### src/rtl/pr_freeze_sequencer_pkg.sv
// Shared types and sizing helpers for the PR freeze sequencer.
// States, default cycle counts and the duration-counter width function.
package pr_freeze_seq_pkg;

   typedef enum logic [2:0] {
      INIT    = 3'd0,
      IDLE    = 3'd1,
      DRAIN   = 3'd2,
      FREEZE  = 3'd3,
      RESET   = 3'd4,
      RELEASE = 3'd5
   } t_frz_state;

   localparam int DEF_DRAIN_TIMEOUT   = 4096;
   localparam int DEF_SETTLE_CYCLES   = 8;
   localparam int DEF_RST_HOLD_CYCLES = 16;

   // One spare bit above the largest count so saturation never masks a terminal value.
   function automatic int cnt_width(input int a, input int b, input int c);
      int m;
      m = a;
      if (b > m) m = b;
      if (c > m) m = c;
      return $clog2(m) + 1;
   endfunction

endpackage

### src/rtl/pr_frz_pkt_tracker.sv
// Per-stream packet tracker: remembers whether a Tx stream is between packet beats.
// The clear input (soft reset) wipes any packet cut off by the freeze bridge.
module pr_frz_pkt_tracker (
   input  logic clk,
   input  logic rst_n,
   input  logic clr,
   input  logic tvalid,
   input  logic tready,
   input  logic tlast,
   output logic in_pkt,
   output logic hs_now
);

   logic in_pkt_r;

   assign hs_now = tvalid & tready;
   assign in_pkt = in_pkt_r & ~clr;

   // Packet-open flag: set on a non-last beat, cleared on the last beat or by clr.
   always_ff @(posedge clk or negedge rst_n) begin
      if (!rst_n) begin
         in_pkt_r <= 1'b0;
      end else if (clr) begin
         in_pkt_r <= 1'b0;
      end else if (hs_now) begin
         in_pkt_r <= ~tlast;
      end else begin
         in_pkt_r <= in_pkt_r;
      end
   end

endmodule

### src/rtl/pr_freeze_sequencer.sv
// PR freeze sequencer: drains AFU Tx streams, freezes, holds soft reset, then releases.
// Optional drain timeout is enabled by defining PR_FREEZE_TIMEOUT_EN.
module pr_freeze_sequencer
   import pr_freeze_seq_pkg::*;
#(
   parameter int NUM_CH          = 2,
   parameter int DRAIN_TIMEOUT   = DEF_DRAIN_TIMEOUT,
   parameter int SETTLE_CYCLES   = DEF_SETTLE_CYCLES,
   parameter int RST_HOLD_CYCLES = DEF_RST_HOLD_CYCLES
) (
   input  logic              clk,
   input  logic              rst_n,
   input  logic              pr_start_req,
   input  logic              pr_done,
   input  logic              pr_error,
   input  logic              status_clr,
   input  logic [NUM_CH-1:0] tx_tvalid,
   input  logic [NUM_CH-1:0] tx_tready,
   input  logic [NUM_CH-1:0] tx_tlast,
   output logic              drain_req,
   output logic              pr_freeze,
   output logic              softreset,
   output logic              freeze_ack,
   output logic              busy,
   output logic              sts_timeout,
   output logic              sts_pr_err
);

   localparam int CW = cnt_width(DRAIN_TIMEOUT, SETTLE_CYCLES, RST_HOLD_CYCLES);
   localparam logic [CW-1:0] SETTLE_LAST = CW'(SETTLE_CYCLES - 1);
   localparam logic [CW-1:0] HOLD_LAST   = CW'(RST_HOLD_CYCLES - 1);
   localparam logic [CW-1:0] CNT_MAX     = {CW{1'b1}};

   t_frz_state        state_r;
   t_frz_state        state_nxt_s;
   logic [CW-1:0]     cnt_r;
   logic [NUM_CH-1:0] in_pkt_s;
   logic [NUM_CH-1:0] hs_now_s;
   logic              quiescent_s;
   logic              pr_err_set_s;
   logic              drain_req_r;
   logic              pr_freeze_r;
   logic              softreset_r;
   logic              freeze_ack_r;
   logic              busy_r;
   logic              sts_pr_err_r;

   for (genvar i = 0; i < NUM_CH; i++) begin : g_trk
      pr_frz_pkt_tracker u_trk (
         .clk    (clk),
         .rst_n  (rst_n),
         .clr    (softreset_r),
         .tvalid (tx_tvalid[i]),
         .tready (tx_tready[i]),
         .tlast  (tx_tlast[i]),
         .in_pkt (in_pkt_s[i]),
         .hs_now (hs_now_s[i])
      );
   end

   assign quiescent_s = ~(|in_pkt_s) & ~(|hs_now_s);

`ifdef PR_FREEZE_TIMEOUT_EN
   localparam logic [CW-1:0] DRAIN_LAST = CW'(DRAIN_TIMEOUT - 1);
   logic timeout_set_s;
   logic sts_timeout_r;
`endif

   // Next-state logic; timeout only fires when the drain has not already gone quiet.
   always_comb begin
      state_nxt_s  = state_r;
      pr_err_set_s = 1'b0;
`ifdef PR_FREEZE_TIMEOUT_EN
      timeout_set_s = 1'b0;
`endif
      case (state_r)
         INIT: begin
            if (cnt_r == HOLD_LAST) state_nxt_s = IDLE;
            else                    state_nxt_s = INIT;
         end
         IDLE: begin
            if (pr_start_req) state_nxt_s = DRAIN;
            else              state_nxt_s = IDLE;
         end
         DRAIN: begin
            if (quiescent_s) begin
               state_nxt_s = FREEZE;
`ifdef PR_FREEZE_TIMEOUT_EN
            end else if (cnt_r == DRAIN_LAST) begin
               state_nxt_s   = FREEZE;
               timeout_set_s = 1'b1;
`endif
            end else begin
               state_nxt_s = DRAIN;
            end
         end
         FREEZE: begin
            if (cnt_r == SETTLE_LAST) state_nxt_s = RESET;
            else                      state_nxt_s = FREEZE;
         end
         RESET: begin
            if (pr_done || pr_error) state_nxt_s = RELEASE;
            else                     state_nxt_s = RESET;
            pr_err_set_s = pr_error;
         end
         RELEASE: begin
            if (cnt_r == HOLD_LAST) state_nxt_s = IDLE;
            else                    state_nxt_s = RELEASE;
         end
         default: begin
            state_nxt_s = INIT;
         end
      endcase
   end

   // State register.
   always_ff @(posedge clk or negedge rst_n) begin
      if (!rst_n) state_r <= INIT;
      else        state_r <= state_nxt_s;
   end

   // Duration counter: restarts on every state change and saturates.
   always_ff @(posedge clk or negedge rst_n) begin
      if (!rst_n) begin
         cnt_r <= '0;
      end else if (state_nxt_s != state_r) begin
         cnt_r <= '0;
      end else if (cnt_r != CNT_MAX) begin
         cnt_r <= cnt_r + 1'b1;
      end else begin
         cnt_r <= cnt_r;
      end
   end

   // Outputs registered from the next state so they line up with the state register.
   always_ff @(posedge clk or negedge rst_n) begin
      if (!rst_n) begin
         drain_req_r  <= 1'b0;
         pr_freeze_r  <= 1'b0;
         softreset_r  <= 1'b1;
         freeze_ack_r <= 1'b0;
         busy_r       <= 1'b0;
      end else begin
         drain_req_r  <= (state_nxt_s == DRAIN) || (state_nxt_s == FREEZE);
         pr_freeze_r  <= (state_nxt_s == FREEZE) || (state_nxt_s == RESET);
         softreset_r  <= (state_nxt_s == INIT) || (state_nxt_s == RESET) ||
                         (state_nxt_s == RELEASE);
         freeze_ack_r <= (state_nxt_s == RESET);
         busy_r       <= (state_nxt_s != IDLE);
      end
   end

   // Sticky PR error; a set in the same cycle beats the clear.
   always_ff @(posedge clk or negedge rst_n) begin
      if (!rst_n)            sts_pr_err_r <= 1'b0;
      else if (pr_err_set_s) sts_pr_err_r <= 1'b1;
      else if (status_clr)   sts_pr_err_r <= 1'b0;
      else                   sts_pr_err_r <= sts_pr_err_r;
   end

`ifdef PR_FREEZE_TIMEOUT_EN
   // Sticky drain timeout; a set in the same cycle beats the clear.
   always_ff @(posedge clk or negedge rst_n) begin
      if (!rst_n)             sts_timeout_r <= 1'b0;
      else if (timeout_set_s) sts_timeout_r <= 1'b1;
      else if (status_clr)    sts_timeout_r <= 1'b0;
      else                    sts_timeout_r <= sts_timeout_r;
   end
   assign sts_timeout = sts_timeout_r;
`else
   assign sts_timeout = 1'b0;
`endif

   assign drain_req  = drain_req_r;
   assign pr_freeze  = pr_freeze_r;
   assign softreset  = softreset_r;
   assign freeze_ack = freeze_ack_r;
   assign busy       = busy_r;
   assign sts_pr_err = sts_pr_err_r;

endmodule

### config.mk
export PLATFORM = sky130hd
export DESIGN_NAME = pr_freeze_sequencer
export DESIGN_NICKNAME = d
export VERILOG_FILES = /design/src/rtl/pr_freeze_sequencer_pkg.sv /design/src/rtl/pr_frz_pkt_tracker.sv /design/src/rtl/pr_freeze_sequencer.sv
export SDC_FILE = /design/constraint.sdc
export NUM_CORES = 1
export LEC_CHECK = 0
export ABC_AREA = 1
export BUFFER_PORTS_ARGS = -buffer_cell sky130_fd_sc_hd__buf_4
export CORE_MARGIN = 1
export CORE_UTILIZATION = 45
export CTS_CLUSTER_SIZE = 8
export DETAILED_ROUTE_END_ITERATION = 10
export HOLD_SLACK_MARGIN = 0.15
export PLACE_DENSITY_LB_ADDON = 0.1
export SYNTH_ARGS = -nofsm -noshare
export SYNTH_HDL_FRONTEND = slang
export SYNTH_SLANG_ARGS = --single-unit
export TNS_END_PERCENT = 100
### constraint.sdc
create_clock -name clk -period 3.36 [get_ports clk]
set_input_delay 0.336 -clock clk [delete_from_list [all_inputs] [get_ports clk]]
set_output_delay 0.336 -clock clk [all_outputs]
set_load 0.005 [all_outputs]
==> results.yml, run 1 <==
clocking:
  cts_tree: "yes"
  cts_buffers: 3
  cts_root_buffer: "clkbuf_4"
  clock_path_buffers: 2
  ctsResizeCount: 0
  cts_max_level: 1
  insertion_delay_ps: 300
  clkSinkCount: 24
  cts_setup_buffers: 0
  clk_pin_slew_ps: 120
route:
  first_iter_violations: 23
  drcViolationCount: 3
  viasPerCell: 5.10
  firstDrtPassIters: 7
  drt_wl_total_um: 2480
  antenna_left: 0
  wl_per_cell_um: 10.9
  routed-via-count: 1158
synthesis:
  ys.flop_type: "dfrtp_1"
  synth_mux_area_share_pct: 0
  async_reset_ff_share_pct: 100
  synth_compound_area_share_pct: 6.04
  synth_xor_area_share_pct: 1.92
  synthAdderAreaFrac_pct: 0.915
  ys_seq_elements: 24
  synth_simple_gate_area_share_pct: 38.9
  ys_seq_area_share_pct: 44.0
  ys_types: 26
  synth-edff-count: 0
  synthesis.nets: 189
  syn_avg_cell_area_sq_um: 7.77
  yosysWarnings: 0
  synth_area_sq_mm: 0.00137
  synth_top_family_by_area: "simple AND/OR/NAND/NOR gates"
  syn_inst: 176
floorplan:
  die_x_um: 57.1
  start_util_pct: 48.3
  rows: 19
  die_y_um: 57.1
  top_level_ports: 19
  coreArea_sq_mm: 0.00283
  dieArea_sq_mm: 0.00326
critical_path:
  critPathRequiredTime_ps: 3550
  worst-endpoint-arrival_ps: 2050
  path_max_fanout: 12
  startpoint_type: "flop"
  worst_setup_path_end_kind: "flop"
  path_class: "reg2reg"
final_layout:
  nets: 210
  syn_to_final_growth_pct: 14.2
  diodes: 0
  drive_above_1_share_pct: 21.9
grt:
  grt_pass1_vias: 1115
  grt_pass1_wl_um: 4690
  grt_antenna_before_repair: 0
  grt_util_met2_pct: 31.8
  grt_usage_pct: 18.5
  use_met1_pct: 22.5
  overflow: 0
  grt_max_degree: 25
  met3_usage_pct: 2.95
  grt.busiest_layer: "met2"
sta:
  finalHoldViolCount: 0
  fin_setup_tns_ps: 0
  setup-violations-final: 0
  slew_violations: 0
  post-route-period-util_pct: 55.3
  min_period_ps: 1860
  whs_ps: 208
  clock-skew-final_ps: 2.34
  clock.fmax_mhz: 538
  rsz0062_at_grt: "false"
place:
  io_buffers: 17
  gp_congestion: 0.890
  hpwlAfterDp_um: 1950
power:
  ir_worst_vdd_mv: 0.166
  p_leak_uw: 0.000730
  power_density_mw_per_mm2: 296
outcome:
  violations: "design-rule violations"
  status: "complete, but fails checks"
worst_hold_path:
  hold_class: "in2reg"
job:
  cap_violations: 0
==> report_power, final <==
part | switching, uW | total (uW) | internal, uW
Sequential | 1.64 | 294 | 292
Combinational | 10.8 | 22.6 | 11.8
Clock | 80.4 | 147 | 66.1
Total | 92.8 | 463 | 370
==> critical path, cell delays in order, from the launching register on <==
cell     delay, ps
dfrtp_1        410
ha_1           220
nand3_1         90
nor2_1         160
nand2_1        110
nand2_2        130
nand3_1        100
nand2_2         90
nor2_4          50
nand2_2        290
nor2_1         100
==> cell type report <==
cell class | instances | area, sq um
fill | 263 | 1270
tap | 31 | 38.8
multi-input combinational | 126 | 657
inverter | 24 | 90.1
sequential | 24 | 602
clock buffer | 4 | 36.3
timing repair buffer | 18 | 138
==> registers in the layout, summed over array words and instances, names as in the netlist <==
name / count
softreset: 1
sts_pr_err: 1
g_trk.u_trk.in_pkt_r: 2
freeze_ack: 1
pr_freeze: 1
busy: 1
drain_req: 1
state_r: 3
cnt_r: 13
==> per-stage QoR <==
| stage | cells | instance area, sq um | power, uW | util, % | setup WS (ps) |
|---|---|---|---|---|---|
| after floorplan | 176 | 1370 | 305 | - | 1780 |
| after global placement | 222 | 1520 | 321 | 53.6 | 1530 |
| after detailed placement | 222 | 1520 | 322 | 53.6 | 1500 |
| after CTS | 227 | 1560 | 474 | 55.2 | 1480 |
| after global routing | 227 | 1560 | 494 | 55.2 | 1260 |
| final | 227 | 1560 | 463 | 55.2 | 1500 |
==> cells in the final DEF (no fill, tap or decap), types with 2 or more instances in the layout <==
| cell type | netlist | final |
|---|---|---|
| xnor2_1 | 2 | 2 |
| nor2_2 | 10 | 10 |
| clkbuf_4 | 0 | 3 |
| nand2_2 | 4 | 4 |
| nand3_1 | 17 | 17 |
| nand2_1 | 33 | 33 |
| dfrtp_1 | 23 | 23 |
| o21ai_0 | 10 | 10 |
| nor3_1 | 5 | 5 |
| nand3_2 | 2 | 2 |
| a21oi_1 | 3 | 3 |
| nor2_4 | 2 | 2 |
| inv_1 | 24 | 24 |
| a311oi_1 | 2 | 2 |
| buf_4 | 1 | 17 |
| nor2_1 | 24 | 24 |
| nand4_1 | 4 | 4 |
==> layer usage <==
layer,vias to the layer above,wire length (um)
met5,-,0
met4,0,59
met3,6,77
met2,19,1220
met1,529,1130
li1,604,-
==> synthesized netlist by cell type (2+ instances only) <==
master	n	share of area [%]
nor3_1	5	1.8
nand2_2	4	1.8
a311oi_1	2	1.3
nand3_1	17	6.2
a21oi_1	3	1.1
inv_1	24	6.6
nand3_2	2	1.5
xnor2_1	2	1.3
dfrtp_1	23	42
o21ai_0	10	3.7
nor2_4	2	1.6
nand2_1	33	9.1
nor2_1	24	6.6
nand4_1	4	1.8
nor2_2	10	4.6
==> logic make-up after synthesis <==
family,count (synthesis)
compound gates,15
xor+xnor,3
fa+ha+maj,1
buf+inv,26
flops,24
other cells,1
simple gates,106
==> what timing repair did <==
action	in CTS	in global routing
hold endpoints to repair	23	0
endpoints found under the setup margin	0	0
hold buffers	1	0
==> path summary, 6_finish.rpt <==
kind	slack, ps	from	depth (start not counted)	endpoint
max	1500	cnt_r[0]	10	cnt_r[5]
min	210	status_clr	2	sts_pr_err
max reg2reg	1500	cnt_r[0]	10	cnt_r[5]
min reg2reg	550	sts_pr_err	2	sts_pr_err
max in group asynchronous	2630	rst_n	2	softreset
min in group asynchronous	450	rst_n	2	sts_pr_err
Note: power is estimated with default switching activity, not from simulation.
==> run 2, diff against run 1 <==
==> constraint.sdc (replaced) <==
create_clock -name clk -period 1.54 [get_ports clk]
set_input_delay 0.154 -clock clk [delete_from_list [all_inputs] [get_ports clk]]
set_output_delay 0.154 -clock clk [all_outputs]
set_load 0.005 [all_outputs]
==> results.yml, run 2 (synthesized netlist as in run 1, its figures left out) <==
critical_path:
  critPathRequiredTime_ps: 1780
  path_class: "reg2reg"
  cpPeakStageDelay_ps: 470
  crit_chain: "buf_4, nor3_4, nand4_1, nand3_2, nand2_2, buf_4, nand3_1, nand2_1"
  path_max_fanout: 3
  cp.depth: 8
  worst_setup_path_end_kind: "flop"
  slowest_stage: "dfrtp_2"
  startpoint: "state_r[1]"
  cp_top_family: "simple AND/OR/NAND/NOR gates"
  crit_buf_inv: 2
  r2r_slack_ps: -110
  reg2reg_to: "cnt_r[11]"
  worst-endpoint-arrival_ps: 1890
  rr_worst_depth: 8
  cpMostUsedCell: "buf_4"
  startpoint_type: "flop"
  reg2reg_from: "state_r[1]"
  endpoint: "cnt_r[11]"
final_layout:
  fin_area_sq_mm: 0.00216
  drive_above_1_share_pct: 47.7
  nets: 257
  diodes: 0
  regMostFlops: "cnt_r"
  utilization_pct: 76.4
  final_common_cell: "buf_4"
  reg_top3: "cnt_r x13, state_r x3, g_trk.u_trk.in_pkt_r x2"
  syn_to_final_growth_pct: 58.1
  largest_reg_flops: 13
  final_cell_mix: "buf_4, nand2_1, inv_1, dfrtp_1, nand3_1"
outcome:
  status: "complete, but fails checks"
  violations: "design-rule violations, negative setup slack"
job:
  cap_violations: 0
floorplan:
  top_level_ports: 19
  rows: 19
  dieArea_sq_mm: 0.00326
  coreArea_sq_mm: 0.00283
  die_x_um: 57.1
  die_y_um: 57.1
  start_util_pct: 48.3
grt:
  grt_pass1_wl_um: 5810
  grt.busiest_layer: "met2"
  use_met1_pct: 25.7
  grt_usage_pct: 22.8
  grt_max_degree: 25
  grt_pass1_vias: 1418
  grt_antenna_before_repair: 0
  overflow: 0
  grt_util_met2_pct: 41.5
  met3_usage_pct: 4.08
route:
  drt_wl_total_um: 4010
  first_iter_violations: 72
  viasPerCell: 5.35
  wl_per_cell_um: 14.6
  routed-via-count: 1466
  antenna_left: 0
  drcViolationCount: 2
  firstDrtPassIters: 7
sta:
  setup-violations-final: 13
  min_period_ps: 1650
  clock-skew-final_ps: 6.55
  rsz0062_at_grt: "true"
  finalHoldViolCount: 0
  slew_violations: 0
  whs_ps: 237
  post-route-period-util_pct: 107
  worst_slack_ps: -108
  clock.fmax_mhz: 607
clocking:
  cts_buffers: 3
  insertion_delay_ps: 330
  clkSinkCount: 24
  cts_max_level: 1
  clock_path_buffers: 2
  clk_pin_slew_ps: 150
  cts_tree: "yes"
  cts_root_buffer: "clkbuf_4"
power:
  p_leak_uw: 0.000991
  power_density_mw_per_mm2: 548
  total_power_uw: 1180
  ir_worst_vdd_mv: 0.422
place:
  pre_cts_slack_ps: -90.5
  hpwlAfterDp_um: 2320
  gp_congestion: 0.916
  io_buffers: 17
  dpl_cell_area_sq_mm: 0.00175
worst_hold_path:
  hold_class: "in2async"
==> run 2: report_power, final <==
part | switching (uW) | total [uW] | internal (uW)
clock network | 210 | 474 | 263
logic | 30.2 | 69.3 | 39.1
registers | 3.95 | 641 | 637
==> run 2: worst min path at each step <==
stage           from         to  depth (start not counted)
2_1_floorplan  rst_n       busy                          0
3_3_place_gp   rst_n  drain_req                          1
3_5_place_dp   rst_n  drain_req                          1
4_1_cts        rst_n       busy                          2
5_1_grt        rst_n       busy                          2
6_report       rst_n       busy                          2
==> run 2: layer usage <==
layer  wire length (um)  vias to the layer above  part of all wire, %
met5                  0                        -                    0
met4                111                        0                  2.8
met3                113                       12                  2.8
met2               2310                       41                   58
met1               1470                      713                   37
li1                   -                      700                    -
==> run 2: final cells by class <==
class	instances	area (sq um)
multi-input cells	126	827
repair buffers	65	546
flip-flops and latches	24	606
well taps	31	38.8
clock inverters	1	30.0
inverters	24	92.6
fillers	200	667
clock buffers	3	22.5
==> run 2: timing repair <==
| action | 4_1_cts | 5_1_grt |
|---|---|---|
| hold buffers | 7 | 0 |
| hold endpoints to repair | 27 | 0 |
| buffers inserted | 6 | 6 |
| resized for setup | 12 | 39 |
| pin swaps | 2 | 11 |
| cloned | 0 | 1 |
| endpoints found under the setup margin | 15 | 17 |
==> run 2: stage by stage <==
step,instances,setup TNS (ps)
floorplan,176,0
global placement,250,-381
detailed placement,250,-916
CTS,267,-384
global route,274,-2340
finish,274,-1000
